## config.mk

```make
export PLATFORM = sky130hd
export DESIGN_NAME = audio_mix_sched
export DESIGN_NICKNAME = d
export VERILOG_FILES = /design/src/rtl/audio_mix_pkg.sv /design/src/rtl/audio_sat.sv /design/src/rtl/audio_mix_sched.sv
export SDC_FILE = /design/constraint.sdc
export NUM_CORES = 1
export LEC_CHECK = 0
export CORE_AREA = 4 4 118 86
export DETAILED_ROUTE_END_ITERATION = 6
export DIE_AREA = 0 0 122 90
export PLACE_DENSITY = 0.84
export SYNTH_ARGS = -nofsm -noshare
export SYNTH_HDL_FRONTEND = slang
export SYNTH_SLANG_ARGS = --single-unit
```

## constraint.sdc

```tcl
create_clock -name clk -period 9.17 [get_ports clk]
set_input_delay 1.834 -clock clk [delete_from_list [all_inputs] [get_ports clk]]
set_output_delay 1.834 -clock clk [all_outputs]
set_load 0.03 [all_outputs]
```

## src/rtl/audio_mix_pkg.sv

```systemverilog
// Shared types and sizing helpers for the audio voice mixer.
package audio_mix_pkg;

    localparam int unsigned SHIFT_W = 3;
    localparam int unsigned CNT_W   = 16;

    typedef enum logic [1:0] {
        IDLE  = 2'd0,
        FETCH = 2'd1,
        SAT   = 2'd2,
        OUT   = 2'd3
    } mix_state_t;

    // Accumulator width that holds the sum of all voices without overflow.
    function automatic int unsigned acc_width(input int unsigned sample_w,
                                              input int unsigned num_voices);
        return sample_w + $clog2(num_voices);
    endfunction

endpackage

```

## src/rtl/audio_sat.sv

```systemverilog
// Combinational signed clamp from the wide accumulator to the DAC sample width.
module audio_sat #(
    parameter int unsigned IN_W  = 18,
    parameter int unsigned OUT_W = 16
) (
    input  logic signed [IN_W-1:0]  din,
    output logic signed [OUT_W-1:0] dout_c
);

    localparam int unsigned TOP_W = IN_W - OUT_W + 1;

    logic [TOP_W-1:0] top_bits;

    // In range when every bit above the output sign bit matches it.
    always_comb begin
        top_bits = din[IN_W-1:OUT_W-1];
        if (top_bits == '0 || top_bits == '1) begin
            dout_c = din[OUT_W-1:0];
        end else if (din[IN_W-1]) begin
            dout_c = {1'b1, {(OUT_W-1){1'b0}}};
        end else begin
            dout_c = {1'b0, {(OUT_W-1){1'b1}}};
        end
    end

endmodule

```

## src/rtl/audio_mix_sched.sv

```systemverilog
// Per-frame voice poller: fetches one sample per enabled voice, attenuates,
// sums, clamps and presents the mono result on both DAC channels.
module audio_mix_sched
    import audio_mix_pkg::*;
#(
    parameter int unsigned NUM_VOICES = 4,
    parameter int unsigned SAMPLE_W   = 16
) (
    input  logic                            clk,
    input  logic                            reset,
    input  logic [NUM_VOICES-1:0]           voice_en,
    input  logic [SHIFT_W*NUM_VOICES-1:0]   voice_shift,
    input  logic [NUM_VOICES-1:0]           voice_valid,
    input  logic [SAMPLE_W*NUM_VOICES-1:0]  voice_data,
    output logic [NUM_VOICES-1:0]           voice_ready,
    input  logic                            mute,
    output logic [SAMPLE_W-1:0]             left_data,
    output logic [SAMPLE_W-1:0]             right_data,
    output logic                            left_valid,
    output logic                            right_valid,
    input  logic                            left_ready,
    input  logic                            right_ready,
    output logic [CNT_W-1:0]                underrun_cnt
);

    localparam int unsigned ACC_W = acc_width(SAMPLE_W, NUM_VOICES);
    localparam int unsigned IDX_W = $clog2(NUM_VOICES);

    mix_state_t                 state;
    logic [IDX_W-1:0]           idx;
    logic signed [ACC_W-1:0]    acc;
    logic signed [SAMPLE_W-1:0] out_data;
    logic                       out_valid;
    logic [CNT_W-1:0]           underrun_q;

    logic signed [SAMPLE_W-1:0] cur_sample;
    logic [SHIFT_W-1:0]         cur_shift;
    logic                       cur_en;
    logic                       cur_valid;
    logic                       fetch_act;
    logic                       accept;
    logic                       underrun_hit;
    logic signed [ACC_W-1:0]    sample_ext;
    logic signed [ACC_W-1:0]    term;
    logic signed [SAMPLE_W-1:0] sat_c;
    logic                       xfer;

    // Select the voice being polled and form its attenuated contribution.
    always_comb begin
        cur_sample = '0;
        cur_shift  = '0;
        cur_en     = 1'b0;
        cur_valid  = 1'b0;
        for (int i = 0; i < NUM_VOICES; i++) begin
            if (idx == IDX_W'(i)) begin
                cur_sample = voice_data[i*SAMPLE_W +: SAMPLE_W];
                cur_shift  = voice_shift[i*SHIFT_W +: SHIFT_W];
                cur_en     = voice_en[i];
                cur_valid  = voice_valid[i];
            end
        end
        fetch_act    = (state == FETCH) && !reset;
        accept       = fetch_act && cur_en && cur_valid;
        underrun_hit = fetch_act && cur_en && !cur_valid;
        sample_ext   = ACC_W'(cur_sample);
        term         = '0;
        if (accept) begin
            term = sample_ext >>> cur_shift;
        end
        voice_ready = '0;
        if (accept) begin
            voice_ready = NUM_VOICES'(1) << idx;
        end
        xfer = left_ready && right_ready;
    end

    audio_sat #(
        .IN_W  (ACC_W),
        .OUT_W (SAMPLE_W)
    ) u_sat (
        .din    (acc),
        .dout_c (sat_c)
    );

    // Frame sequencer, accumulator, output register and underrun counter.
    always_ff @(posedge clk) begin
        if (reset) begin
            state      <= IDLE;
            idx        <= '0;
            acc        <= '0;
            out_data   <= '0;
            out_valid  <= 1'b0;
            underrun_q <= '0;
        end else begin
            if (underrun_hit && underrun_q != '1) begin
                underrun_q <= underrun_q + CNT_W'(1);
            end
            case (state)
                IDLE: begin
                    acc   <= '0;
                    idx   <= '0;
                    state <= FETCH;
                end
                FETCH: begin
                    acc <= acc + term;
                    if (idx == IDX_W'(NUM_VOICES - 1)) begin
                        idx   <= '0;
                        state <= SAT;
                    end else begin
                        idx <= idx + IDX_W'(1);
                    end
                end
                SAT: begin
                    out_data  <= mute ? '0 : sat_c;
                    out_valid <= 1'b1;
                    state     <= OUT;
                end
                OUT: begin
                    if (xfer) begin
                        out_valid <= 1'b0;
                        state     <= IDLE;
                    end
                end
                default: state <= IDLE;
            endcase
        end
    end

    assign left_data    = out_data;
    assign right_data   = out_data;
    assign left_valid   = out_valid;
    assign right_valid  = out_valid;
    assign underrun_cnt = underrun_q;

endmodule
```

; ---- Word-level counts from Yosys, hierarchy flattened
; Cells that the tools add are included.
[totals]
ff_bits = 55
out_inout_bits = 54
[op_classes]
addsub = 3
eq_ne = 10
n_shift = 2
n_mux = 29
n_reduce_logical = 16
[ops]
columns = op, n
row1 = $mux W16, 7
row2 = $pmux W18 S2, 1
row3 = $add A18 B18 Y18, 1
row4 = $mux W18, 1
row5 = $sshr A16 B3 Y18, 1
row6 = $add A16 B1 Y16 const B, 1
row7 = $ne A16 B16 Y1 const B, 1
row8 = $mux W3, 4
row9 = $mux W1, 9
row10 = $eq A2 B2 Y1 const B, 4
row11 = $pmux W2 S4, 1
row12 = $logic_and A1 B1 Y1, 6
row13 = $mux W2, 3
row14 = $eq A2 B1 Y1 const B, 2
row15 = $logic_not A2 Y1, 2
row16 = $mux W4, 1
row17 = $ne A2 B2 Y1 const B, 2
row18 = $pmux W2 S2, 1
row19 = $reduce_and A2 Y1, 2
row20 = $reduce_bool A2 Y1, 2
row21 = $shl A1 B2 Y4 const A, 1
row22 = $eq A3 B3 Y1 const B, 1
row23 = $logic_not A3 Y1, 1
row24 = $add A2 B1 Y2 const B, 1
row25 = other kinds (3), 4

; ---- Logic depth before layout (Yosys ltp)
; Gate-level depths: netlist of run 1.
[logic_depth]
ltp_word = 10
depth_mapped = 21
depth_no_buf = 19

; ---- Hierarchy
; Synthesis of run 1 repeated with hierarchy kept, for this count alone.
[hier_totals]
cells_unflattened = 643
area_unflattened_um2 = 4794.6
[modules_own_cells]
columns = mod, n_inst, cells_per_inst, area_each_um2, seq_area_each_um2
row1 = audio_mix_sched, 1, 589, 4474.3, 1101.1
row2 = audio_sat, 1, 54, 320.3, 0.0

; ---- Worst setup path after synthesis of run 1
; Ideal clock, no wire load.
[synth_path]
path_type = input to register
startpoint = input port reset
endpoint = register acc[17]
setup_time_ns = 0.079
arrival_time_ns = 5.362
t_required_ns = 9.091
setup_slack_ns = 3.729
path_stages = 15
path_buffers = 2
cell_sequence = nand2b_1 -> nor3_1 -> a31oi_1 -> clkbuf_1 -> or2_1 -> buf_2 -> o22ai_1 -> ha_1 -> and2_1 -> a221oi_1 -> a21oi_1 -> o2111ai_1 -> a21oi_1 -> or4b_1 -> o211ai_1
[synth_between]
elab_chain_cells = 7
[synth_rtl]
columns = item, line
row1 = from (decl), audio_mix_sched.sv:10  ; input logic reset,
row2 = $logic_not A1 Y1, audio_mix_sched.sv:62  ; fetch_act = (state == FETCH) && !reset;
row3 = $logic_and A1 B1 Y1, audio_mix_sched.sv:62
row4 = $logic_and A1 B1 Y1 (2 in series), audio_mix_sched.sv:63  ; accept = fetch_act && cur_en && cur_valid;
row5 = $mux W18, audio_mix_sched.sv:67  ; if (accept) begin
row6 = $add A18 B18 Y18, audio_mix_sched.sv:105  ; acc <= acc + term;
row7 = $pmux W18 S2, audio_mix_sched.sv:98  ; case (state)
row8 = to (signal assigned), audio_mix_sched.sv:105
row9 = to (decl), audio_mix_sched.sv:31  ; logic signed [ACC_W-1:0] acc;
; Parallel ways exist; a longest one is shown, timed or not.
; A chain may end at the register's enable or synchronous reset.

; ---- Worst setup path in the final report of run 1
[layout_path]
startpoint = input port reset
endpoint = output port voice_ready[1]
[layout_between]
elab_chain_cells = 5
[layout_rtl]
columns = item, line
row1 = $logic_not A1 Y1, audio_mix_sched.sv:62
row2 = $logic_and A1 B1 Y1, audio_mix_sched.sv:62
row3 = $logic_and A1 B1 Y1 (2 in series), audio_mix_sched.sv:63
row4 = $mux W4, audio_mix_sched.sv:71  ; if (accept) begin
row5 = to (decl), audio_mix_sched.sv:15  ; output logic [NUM_VOICES-1:0] voice_ready,
; No other way between the ends.

==> results of run 1 <==
-- power groups by stage --
stage / clock, mW / combinational (mW) / sequential [mW]
3_3_place_gp: 0 / 0.544 / 0.262
5_1_grt: 0.233 / 0.625 / 0.259
3_5_place_dp: 0 / 0.563 / 0.263
6_report: 0.221 / 0.573 / 0.257
2_1_floorplan: 0 / 0.424 / 0.266
4_1_cts: 0.222 / 0.565 / 0.257
-- per-layer routing --
| metal | vias to the layer above | wire length (um) | global-route usage, % |
|---|---|---|---|
| met3 | 21 | 566 | 4.45 |
| met5 | - | 0 | 0 |
| met2 | 108 | 6500 | 41.5 |
| met1 | 2277 | 6020 | 31.2 |
| li1 | 2325 | - | - |
| met4 | 0 | 172 | 4.85 |
-- kinds of logic (layout without fill, tap and decap cells) --
family / Yosys count / in the layout
mux: 32 / 32
fa+ha+maj: 28 / 28
buf+inv: 81 / 183
xor+xnor: 24 / 24
simple gates: 186 / 186
compound gates: 195 / 195
flops: 55 / 55
-- cell usage in the layout, fill, tap and decap left out, types with 4 or more instances in the layout --
cell,netlist,layout
a211oi_1,4,4
a21o_1,4,4
a21oi_1,81,81
a22oi_1,15,15
a31oi_1,4,4
and3_1,5,5
buf_4,17,5
clkbuf_16,0,5
clkdlybuf4s50_1,0,142
dfxtp_1,55,55
ha_1,27,27
inv_1,26,26
mux2i_1,31,31
nand2_1,41,41
nand2b_1,21,21
nand3_1,11,11
nand3b_1,7,7
nand4_1,6,6
nor2_1,46,46
nor2b_1,12,12
nor3_1,11,11
nor3b_1,8,8
o21ai_0,45,45
o22ai_1,10,10
or3_1,6,6
xnor2_1,12,12
xor2_1,12,12
-- stage by stage --
step / instances / worst slack [ns] / utilization, % / hold WS [ns] / cell area, um2
final: 827 / 2.40 / 67.0 / 0.486 / 6000
after global routing: 827 / 2.19 / 67.0 / 0.528 / 6000
after CTS: 826 / 2.43 / 66.9 / 0.488 / 6000
after detailed placement: 818 / 2.43 / 65.0 / 0.476 / 5830
after global placement: 818 / 2.59 / 65.0 / 0.473 / 5830
after floorplan: 601 / 3.73 / - / 0.448 / 4510
-- worst max-delay path, stage by stage --
cell and delay [ns]:
clkdlybuf4s50_1 0.45, buf_4 0.41, nand2b_1 0.55, nor3_1 0.14, a31oi_1 0.77, nor2b_1 0.13
clkdlybuf4s50_1 0.64
-- flip-flops by register name, indices dropped and copies added, names as in the netlist --
| name | flops |
|---|---|
| acc | 18 |
| idx | 2 |
| left_data | 16 |
| left_valid | 1 |
| state | 2 |
| underrun_cnt | 16 |
-- worst max-delay path by stage --
stage	startpoint	end	slack (ns)	cells past startpoint
after global placement	reset	voice_ready[0]	2.59	7
after global routing	reset	voice_ready[1]	2.19	7
after CTS	reset	voice_ready[1]	2.43	7
final	reset	voice_ready[1]	2.40	7
after floorplan	reset	acc[17]$_SDFFE_PP0P_	3.73	15
after detailed placement	reset	voice_ready[1]	2.43	7
-- cell type report --
class                           count  area [um2]
Clock inverter                      2        38.8
Sequential cell                    55        1100
Fill cell                         772        2960
Tap cell                          124         155
Clock buffer                        6         129
Inverter                           27         101
Timing Repair Buffer              148        1460
Multi-Input combinational cell    465        3010
==> flow_metrics.py, run 1 <==
metrics = {
    "drt": {
        "drc": 0,
        "routed_wl_mm": 13.3,
        "ant_nets": 0,
        "vias_per_cell": 5.72,
        "wire_per_inst_um": 16.0,
        "first_iter_violations": 247,
        "vias": 4731,
        "dr.pass1.iters": 5,
    },
    "sta": {
        "final_max_slew_viol_count": 0,
        "slew-limit-headroom_pct": 19.8,
        "skew_ns": 0.00904,
        "setup-tns-final_ns": 0,
        "period_share_pct": 73.9,
        "finalSetupViolations": 0,
        "period_minus_slack_ns": 6.77,
        "finalHoldViolCount": 0,
        "rsz0062_at_grt": "no",
        "worst_pin_slew_ns": 1.20,
        "max_clock_freq_mhz": 148,
    },
    "yosys": {
        "ys_warn_count": 0,
        "syn_inst": 601,
        "synth-seq-cells": 55,
        "ys_seq_area_share_pct": 24.4,
        "synth_common_cells": "a21oi_1, dfxtp_1, nor2_1",
        "synth_fa_ha_area_share_pct": 7.93,
        "synth.most_common_cell": "a21oi_1",
        "async_reset_ff_share_pct": 0,
        "synth_top_family_by_area": "compound AO/OA/AOI/OAI gates",
        "synthDistinctLibCells": 62,
        "synth_flop_cell": "dfxtp_1",
        "yosys-top-cells-area": "dfxtp_1, a21oi_1, ha_1",
        "synth.avg_cell_area_um2": 7.51,
        "synth_nets": 718,
        "synthSimpleGateAreaFrac_pct": 21.2,
        "synth_area_leader_cell": "dfxtp_1",
        "syn_area_um2": 4510,
        "synth-edff-count": 0,
        "synth_top_area_share_pct": 24.4,
        "synth.area.mux_share_pct": 7.18,
        "synth-compound-area-share_pct": 25.8,
        "synthXorXnorAreaFrac_pct": 4.66,
    },
    "cts": {
        "htree_levels": 2,
        "cts-resized-gates": 0,
        "cts_hold_buf": 0,
        "cts_buffer_depth": 2,
        "clock_latency_ns": 0.30,
        "cts-root-buf": "clkbuf_16",
        "cts_tree": "built",
        "clkSinkCount": 55,
        "numCtsBuffers": 5,
        "cts.clk_slew.worst_paths_ns": 0.07,
        "postCtsSetupBuffers": 0,
    },
    "power_and_ir_drop": {
        "pwr-share-clk_pct": 21.0,
        "p_switching_uw": 435,
        "leakagePower_nw": 2.33,
        "p_total_mw": 1.05,
        "seqPwrFrac_pct": 24.5,
        "power.internal_uw": 617,
        "ir_drop_v": 0.000101,
        "powerDensity_nw_per_um2": 175,
        "swShare_pct": 41.3,
        "pwr-share-comb_pct": 54.5,
    },
    "setup_path": {
        "worstPathRequired_ns": 7.34,
        "cp-start-kind": "input port",
        "cp_max_fo": 48,
        "ff2ff_setup_slack_ns": 3.95,
        "r2r_cells": 15,
        "r2r-start": "idx[1]$_SDFFE_PP0P_",
        "critPathKind": "in2out",
        "r2r_end": "acc[17]$_SDFFE_PP0P_",
        "crit_arrival_ns": 4.94,
        "endpoint_kind": "output pin",
    },
    "placement": {
        "globalplace.congestion": 0.906,
        "io_buffers": 142,
        "hpwlAfterDp_mm": 10.4,
    },
    "final_layout": {
        "num_antenna_cells": 0,
        "nets": 819,
        "drive_gt1_share_pct": 3.13,
        "syn2layout_area_growth_pct": 33.0,
    },
    "min_path": {
        "hold_class": "reg2reg",
        "whs_endpoint": "left_data[4]$_SDFFE_PP0P_",
        "whs_path_depth": 2,
        "hold_start": "left_data[4]$_SDFFE_PP0P_",
    },
    "global_routing": {
        "antenna_found_initial": 0,
        "grt_max_degree": 49,
        "grt_usage_pct": 24.0,
        "grt_pass1_vias": 4721,
        "overflow": 0,
        "grt_pass1_wl_mm": 22.2,
    },
    "die": {
        "fp-row-count": 29,
        "die_h_um": 90,
        "core_area_um2": 8960,
        "chipWidth_um": 122,
        "pin_count": 143,
        "dieArea_um2": 11000,
        "initial_core_util_pct": 50.4,
    },
    "outcome": {
        "status": "finished, final reports clean",
    },
    "flow_run": {
        "maxCapViolations": 0,
    },
}
Note: power is estimated with default switching activity, not from simulation.
==> run 2, diff against run 1 <==
Settings changed: CORE_AREA 4 4 118 86 to 4 4 128 93, DIE_AREA 0 0 122 90 to 0 0 132 97, PLACE_DENSITY 0.84 to 0.75.
Clock period 9.17 ns to 5.88 ns, I/O delays scaled along.
==> run 2 against run 1 <==
- cell area increased by 0.67%
- total power increased by 55%
- clock-buffer cell count increased by 1
- worst setup slack got worse by 1.5 ns
==> flow_metrics.py, run 2 (same netlist as run 1, synthesis figures left out) <==
metrics = {
    "outcome": {
        "status": "finished, final reports clean",
    },
    "die": {
        "fp-row-count": 32,
        "chipWidth_um": 132,
        "core_area_um2": 10800,
        "die_h_um": 97,
        "dieArea_um2": 12800,
        "initial_core_util_pct": 41.9,
        "pin_count": 143,
    },
    "setup_path": {
        "cp_max_fo": 15,
        "crit_arrival_ns": 5.25,
        "worstPathRequired_ns": 6.10,
        "r2r_end": "acc[17]$_SDFFE_PP0P_",
        "cp-start-kind": "input port",
        "r2r_cells": 15,
        "r2r-start": "idx[0]$_SDFFE_PP0P_",
        "ff2ff_setup_slack_ns": 1.08,
        "critPathKind": "in2reg",
        "endpoint_kind": "register",
    },
    "final_layout": {
        "drive_gt1_share_pct": 3.82,
        "syn2layout_area_growth_pct": 33.8,
        "regMostFlops": "acc",
        "final_common_cell": "clkdlybuf4s50_1",
        "layout_common_cells": "clkdlybuf4s50_1, a21oi_1, dfxtp_1, nor2_1, o21ai_0",
        "largest_register_ff_count": 18,
        "num_antenna_cells": 0,
        "nets": 823,
    },
    "min_path": {
        "hold_class": "reg2reg",
        "hold_start": "acc[9]$_SDFFE_PP0P_",
        "whs_path_depth": 2,
        "whs_endpoint": "acc[9]$_SDFFE_PP0P_",
    },
    "power_and_ir_drop": {
        "pwr-share-clk_pct": 19.6,
        "p_switching_uw": 679,
        "seqPwrFrac_pct": 24.7,
        "ir_drop_v": 0.000179,
        "powerDensity_nw_per_um2": 269,
        "leakagePower_nw": 2.35,
        "pwr-share-comb_pct": 55.6,
        "swShare_pct": 41.7,
        "p_total_mw": 1.63,
        "power.internal_uw": 948,
    },
    "drt": {
        "routed_wl_mm": 13.5,
        "first_iter_violations": 245,
        "vias": 4681,
        "dr.pass1.iters": 5,
        "wire_per_inst_um": 16.0,
        "ant_nets": 0,
        "drc": 0,
        "vias_per_cell": 5.55,
    },
    "sta": {
        "finalSetupViolations": 0,
        "setup-tns-final_ns": 0,
        "finalHoldViolCount": 0,
        "final_max_slew_viol_count": 0,
        "period_share_pct": 85.5,
        "worst_pin_slew_ns": 1.37,
        "rsz0062_at_grt": "no",
        "skew_ns": 0.00471,
        "slew-limit-headroom_pct": 7.78,
        "max_clock_freq_mhz": 199,
        "period_minus_slack_ns": 5.03,
    },
    "flow_run": {
        "maxCapViolations": 0,
    },
    "global_routing": {
        "met1_usage_pct": 26.6,
        "top_usage_layer": "met2",
        "antenna_found_initial": 0,
        "grt_max_degree": 43,
        "grt_pass1_wl_mm": 22.3,
        "overflow": 0,
        "met2_usage_pct": 34.6,
        "grt_pass1_vias": 4737,
        "grt_usage_pct": 20.5,
        "use_met3_pct": 4.83,
    },
    "cts": {
        "postCtsSetupBuffers": 0,
        "clock_latency_ns": 0.30,
        "numCtsBuffers": 5,
        "clkSinkCount": 55,
        "htree_levels": 2,
        "cts-root-buf": "clkbuf_16",
        "cts_hold_buf": 0,
        "cts_buffer_depth": 2,
        "cts_tree": "built",
        "cts-resized-gates": 0,
        "cts.clk_slew.worst_paths_ns": 0.07,
    },
    "placement": {
        "globalplace.congestion": 0.939,
        "io_buffers": 142,
        "hpwlAfterDp_mm": 10.8,
    },
}
==> run 2: cell count changes in the layout (fill, tap and decap cells not counted) <==
cell,before,now
buf_4,5,10
clkbuf_2,1,0
inv_6,1,0
clkbuf_1,1,0
bufinv_16,1,0
clkinvlp_4,0,1
clkbuf_8,0,2
==> run 2: power groups by stage <==
| stage | Combinational, mW | Sequential, mW | Clock (mW) |
|---|---|---|---|
| 2_1_floorplan | 0.662 | 0.414 | 0 |
| 3_3_place_gp | 0.866 | 0.409 | 0 |
| 3_5_place_dp | 0.890 | 0.411 | 0 |
| 4_1_cts | 0.896 | 0.402 | 0.324 |
| 5_1_grt | 0.995 | 0.404 | 0.335 |
| 6_report | 0.906 | 0.403 | 0.319 |
==> run 2: worst max path at each step <==
stage | from | end | slack (ns)
finish | voice_shift[4] | acc[17]$_SDFFE_PP0P_ | 0.85
CTS | voice_shift[4] | acc[17]$_SDFFE_PP0P_ | 0.88
global placement | voice_shift[4] | acc[17]$_SDFFE_PP0P_ | 0.76
floorplan | reset | acc[17]$_SDFFE_PP0P_ | 1.10
detailed placement | voice_shift[4] | acc[17]$_SDFFE_PP0P_ | 0.57
global route | voice_en[1] | acc[16]$_SDFFE_PP0P_ | 0.58
==> run 2: through the flow <==
| stage | setup slack (ns) | hold WS (ns) | cell area, um2 | util (%) | instances |
|---|---|---|---|---|---|
| 2_1_floorplan | 1.10 | 0.448 | 4510 | - | 601 |
| 3_3_place_gp | 0.763 | 0.472 | 5880 | 54.6 | 835 |
| 3_5_place_dp | 0.569 | 0.476 | 5880 | 54.6 | 835 |
| 4_1_cts | 0.883 | 0.486 | 6040 | 56.1 | 843 |
| 5_1_grt | 0.577 | 0.498 | 6040 | 56.1 | 843 |
| 6_report | 0.855 | 0.482 | 6040 | 56.1 | 843 |
==> run 2: routing by layer <==
| layer | routed length [um] | vias to the layer above |
|---|---|---|
| li1 | - | 2339 |
| met1 | 6280 | 2198 |
| met2 | 6390 | 122 |
| met3 | 619 | 22 |
| met4 | 229 | 0 |
| met5 | 0 | - |
==> run 2: final cells by class <==
class	instances	area, um2
Tap cell	136	170
Clock buffer	7	153
Sequential cell	55	1100
Timing Repair Buffer	152	1500
Fill cell	997	4730
Inverter	27	101
Clock inverter	1	7.51
Multi-Input combinational cell	465	3010
==> run 2: critical path: stages <==
cell	delay, ns
clkdlybuf4s50_1	0.41
a21oi_1	0.20
a2bb2oi_2	0.10
mux2i_2	0.48
buf_4	0.32
mux2i_1	0.26
mux2i_1	0.12
o22ai_1	0.17
ha_1	0.29
and2_1	0.19
a221oi_1	0.32
a21oi_1	0.20
o2111ai_1	0.30
a21oi_1	0.13
or4b_1	0.48
o211ai_1	0.09
==> run 3, diff against run 2 <==
Settings changed: CORE_AREA 4 4 128 93 to 2 2 126 91, DIE_AREA 0 0 132 97 to 0 0 128 93, SETUP_SLACK_MARGIN from default to 0.5.
==> run 3 against run 2 <==
- combinational power is 2% higher
- first-iteration DRC count is 19% higher
- die area is 7.0% lower
- critical path depth is 2 lower
- wire length is 6.9% lower
- worst hold slack better by 0.0034 ns
- flip-flop and latch count stayed put
- critical path type unchanged
- largest power group unchanged
==> flow_metrics.py, run 3 (same netlist as run 1, synthesis figures left out) <==
metrics = {
    "outcome": {
        "status": "finished, final reports clean",
    },
    "sta": {
        "max_clock_freq_mhz": 207,
        "period_share_pct": 82.0,
        "skew_ns": 0.00669,
        "final_max_slew_viol_count": 0,
        "period_minus_slack_ns": 4.82,
        "setup-tns-final_ns": 0,
        "worst_pin_slew_ns": 0.895,
        "finalSetupViolations": 0,
        "rsz0062_at_grt": "no",
        "finalHoldViolCount": 0,
        "slew-limit-headroom_pct": 40.3,
    },
    "power_and_ir_drop": {
        "pwr-share-clk_pct": 20.8,
        "seqPwrFrac_pct": 24.1,
        "pwr-share-comb_pct": 55.1,
        "leakagePower_nw": 2.37,
        "ir_drop_v": 0.000191,
        "swShare_pct": 41.2,
        "powerDensity_nw_per_um2": 274,
        "power.internal_uw": 980,
        "p_switching_uw": 688,
    },
    "drt": {
        "wire_per_inst_um": 14.9,
        "vias": 4642,
        "first_iter_violations": 292,
        "vias_per_cell": 5.49,
        "drc": 0,
        "dr.pass1.iters": 5,
        "ant_nets": 0,
        "routed_wl_mm": 12.6,
    },
    "global_routing": {
        "antenna_found_initial": 0,
        "grt_usage_pct": 21.0,
        "grt_pass1_vias": 4519,
        "overflow": 0,
        "grt_pass1_wl_mm": 20.8,
        "grt_max_degree": 47,
    },
    "placement": {
        "dp.cells": 838,
        "globalplace.congestion": 0.920,
        "io_buffers": 142,
        "hpwlAfterDp_mm": 9.98,
    },
    "setup_path": {
        "critPathKind": "in2reg",
        "path_cells": "clkdlybuf4s50_1 -> nor2b_1 -> a31oi_1 -> buf_4 -> or2_1 -> o22ai_1 -> ha_1 -> and2_1 -> a221oi_1 -> a21oi_1 -> or2_2 -> a311oi_1 -> or4_1 -> nand3_1",
        "cp-start-kind": "input port",
        "endpoint_kind": "register",
        "cp_max_fo": 11,
        "path_buf_inv": 2,
        "worstPathRequired_ns": 6.06,
        "cp_slowest_cell": "nor2b_1",
        "ff2ff_setup_slack_ns": 1.29,
        "crit_arrival_ns": 5.00,
        "critPathTopFamily": "simple AND/OR/NAND/NOR gates",
        "max_stage_delay_ns": 0.48,
    },
    "die": {
        "die_h_um": 93,
        "pin_count": 143,
        "fp-row-count": 32,
        "dieArea_um2": 11900,
        "initial_core_util_pct": 42.1,
        "chipWidth_um": 128,
        "core_area_um2": 10700,
    },
    "final_layout": {
        "layout_common_cells": "clkdlybuf4s50_1, a21oi_1, dfxtp_1, nor2_1, o21ai_0",
        "stdcell_count": 846,
        "utilization_pct": 56.7,
        "nets": 826,
        "syn2layout_area_growth_pct": 34.8,
        "regMostFlops": "acc",
        "drive_gt1_share_pct": 4.23,
        "fillers": 995,
        "largest_register_ff_count": 18,
        "final_common_cell": "clkdlybuf4s50_1",
        "num_antenna_cells": 0,
    },
    "cts": {
        "htree_levels": 2,
        "clock_latency_ns": 0.30,
        "cts_tree": "built",
        "cts_buffer_depth": 2,
        "cts-root-buf": "clkbuf_16",
        "numCtsBuffers": 5,
        "cts.clk_slew.worst_paths_ns": 0.07,
        "cts_hold_buf": 0,
        "clkSinkCount": 55,
    },
    "flow_run": {
        "maxCapViolations": 0,
    },
    "min_path": {
        "hold_class": "reg2reg",
    },
}
## run 3: changes by cell type in the layout (fill, tap and decap cells not counted)
cell	change
buf_4	+3
bufinv_16	+1
clkbuf_8	-2
inv_6	+1
mux2i_2	-1
mux2i_4	+1
## run 3: tightest hold or removal path: cells and delay by family, from the launching register on
family	cells	cell delay (ns)
flip-flops	1	0.32
AND/OR/NAND/NOR	1	0.07
AO/OA/AOI/OAI	1	0.05
## run 3: path summary, 6_finish.rpt
| path | startpoint | to | cells after the start |
|---|---|---|---|
| worst min register to register | left_data[14]$_SDFFE_PP0P_ | left_data[14]$_SDFFE_PP0P_ | 2 |
| worst max-delay path | reset | acc[15]$_SDFFE_PP0P_ | 14 |
| worst min-delay path | left_data[14]$_SDFFE_PP0P_ | left_data[14]$_SDFFE_PP0P_ | 2 |
| worst max register to register | idx[0]$_SDFFE_PP0P_ | acc[15]$_SDFFE_PP0P_ | 16 |
## run 3: timing repair
action / CTS / global route
endpoints found under the setup margin: 0 / 1
buffers inserted: 0 / 0
resized for setup: 0 / 1
## run 3: metrics by stage
stage          hold slack (ns)  setup WS [ns]  instance area (um2)  power, mW
2_1_floorplan            0.448           1.10                 4510       1.08
3_5_place_dp             0.476          0.613                 5900       1.31
4_1_cts                  0.488          0.939                 6080       1.66
5_1_grt                  0.515          0.708                 6080       1.78
3_3_place_gp             0.470          0.740                 5900       1.28
6_report                 0.486           1.06                 6080       1.67
## run 3: metal layers
layer  global-route usage (%)  share of wire [%]  up-vias
li1                         -                  -     2354
met1                     28.3                 49     2160
met2                     35.4                 45      112
met3                     4.06                4.5       16
met4                     3.48                1.1        0
met5                        0                  0        -
## run 3: cell type report
type | instances | area (um2) | share of cell area, %
clock inverters | 3 | 46.3 | 0.761
repair buffers | 155 | 1520 | 25.0
multi-input cells | 465 | 3020 | 49.7
inverters | 27 | 101 | 1.67
clock buffers | 5 | 125 | 2.06
flip-flops and latches | 55 | 1100 | 18.1
well taps | 136 | 170 | 2.80
## run 3: power groups by stage
stage               clock network (mW)  logic [mW]  registers [mW]
floorplan                            0       0.662           0.414
global placement                     0       0.870           0.409
detailed placement                   0       0.902           0.410
CTS                              0.354       0.906           0.401
global route                     0.370        1.01           0.404
finish                           0.347       0.920           0.401
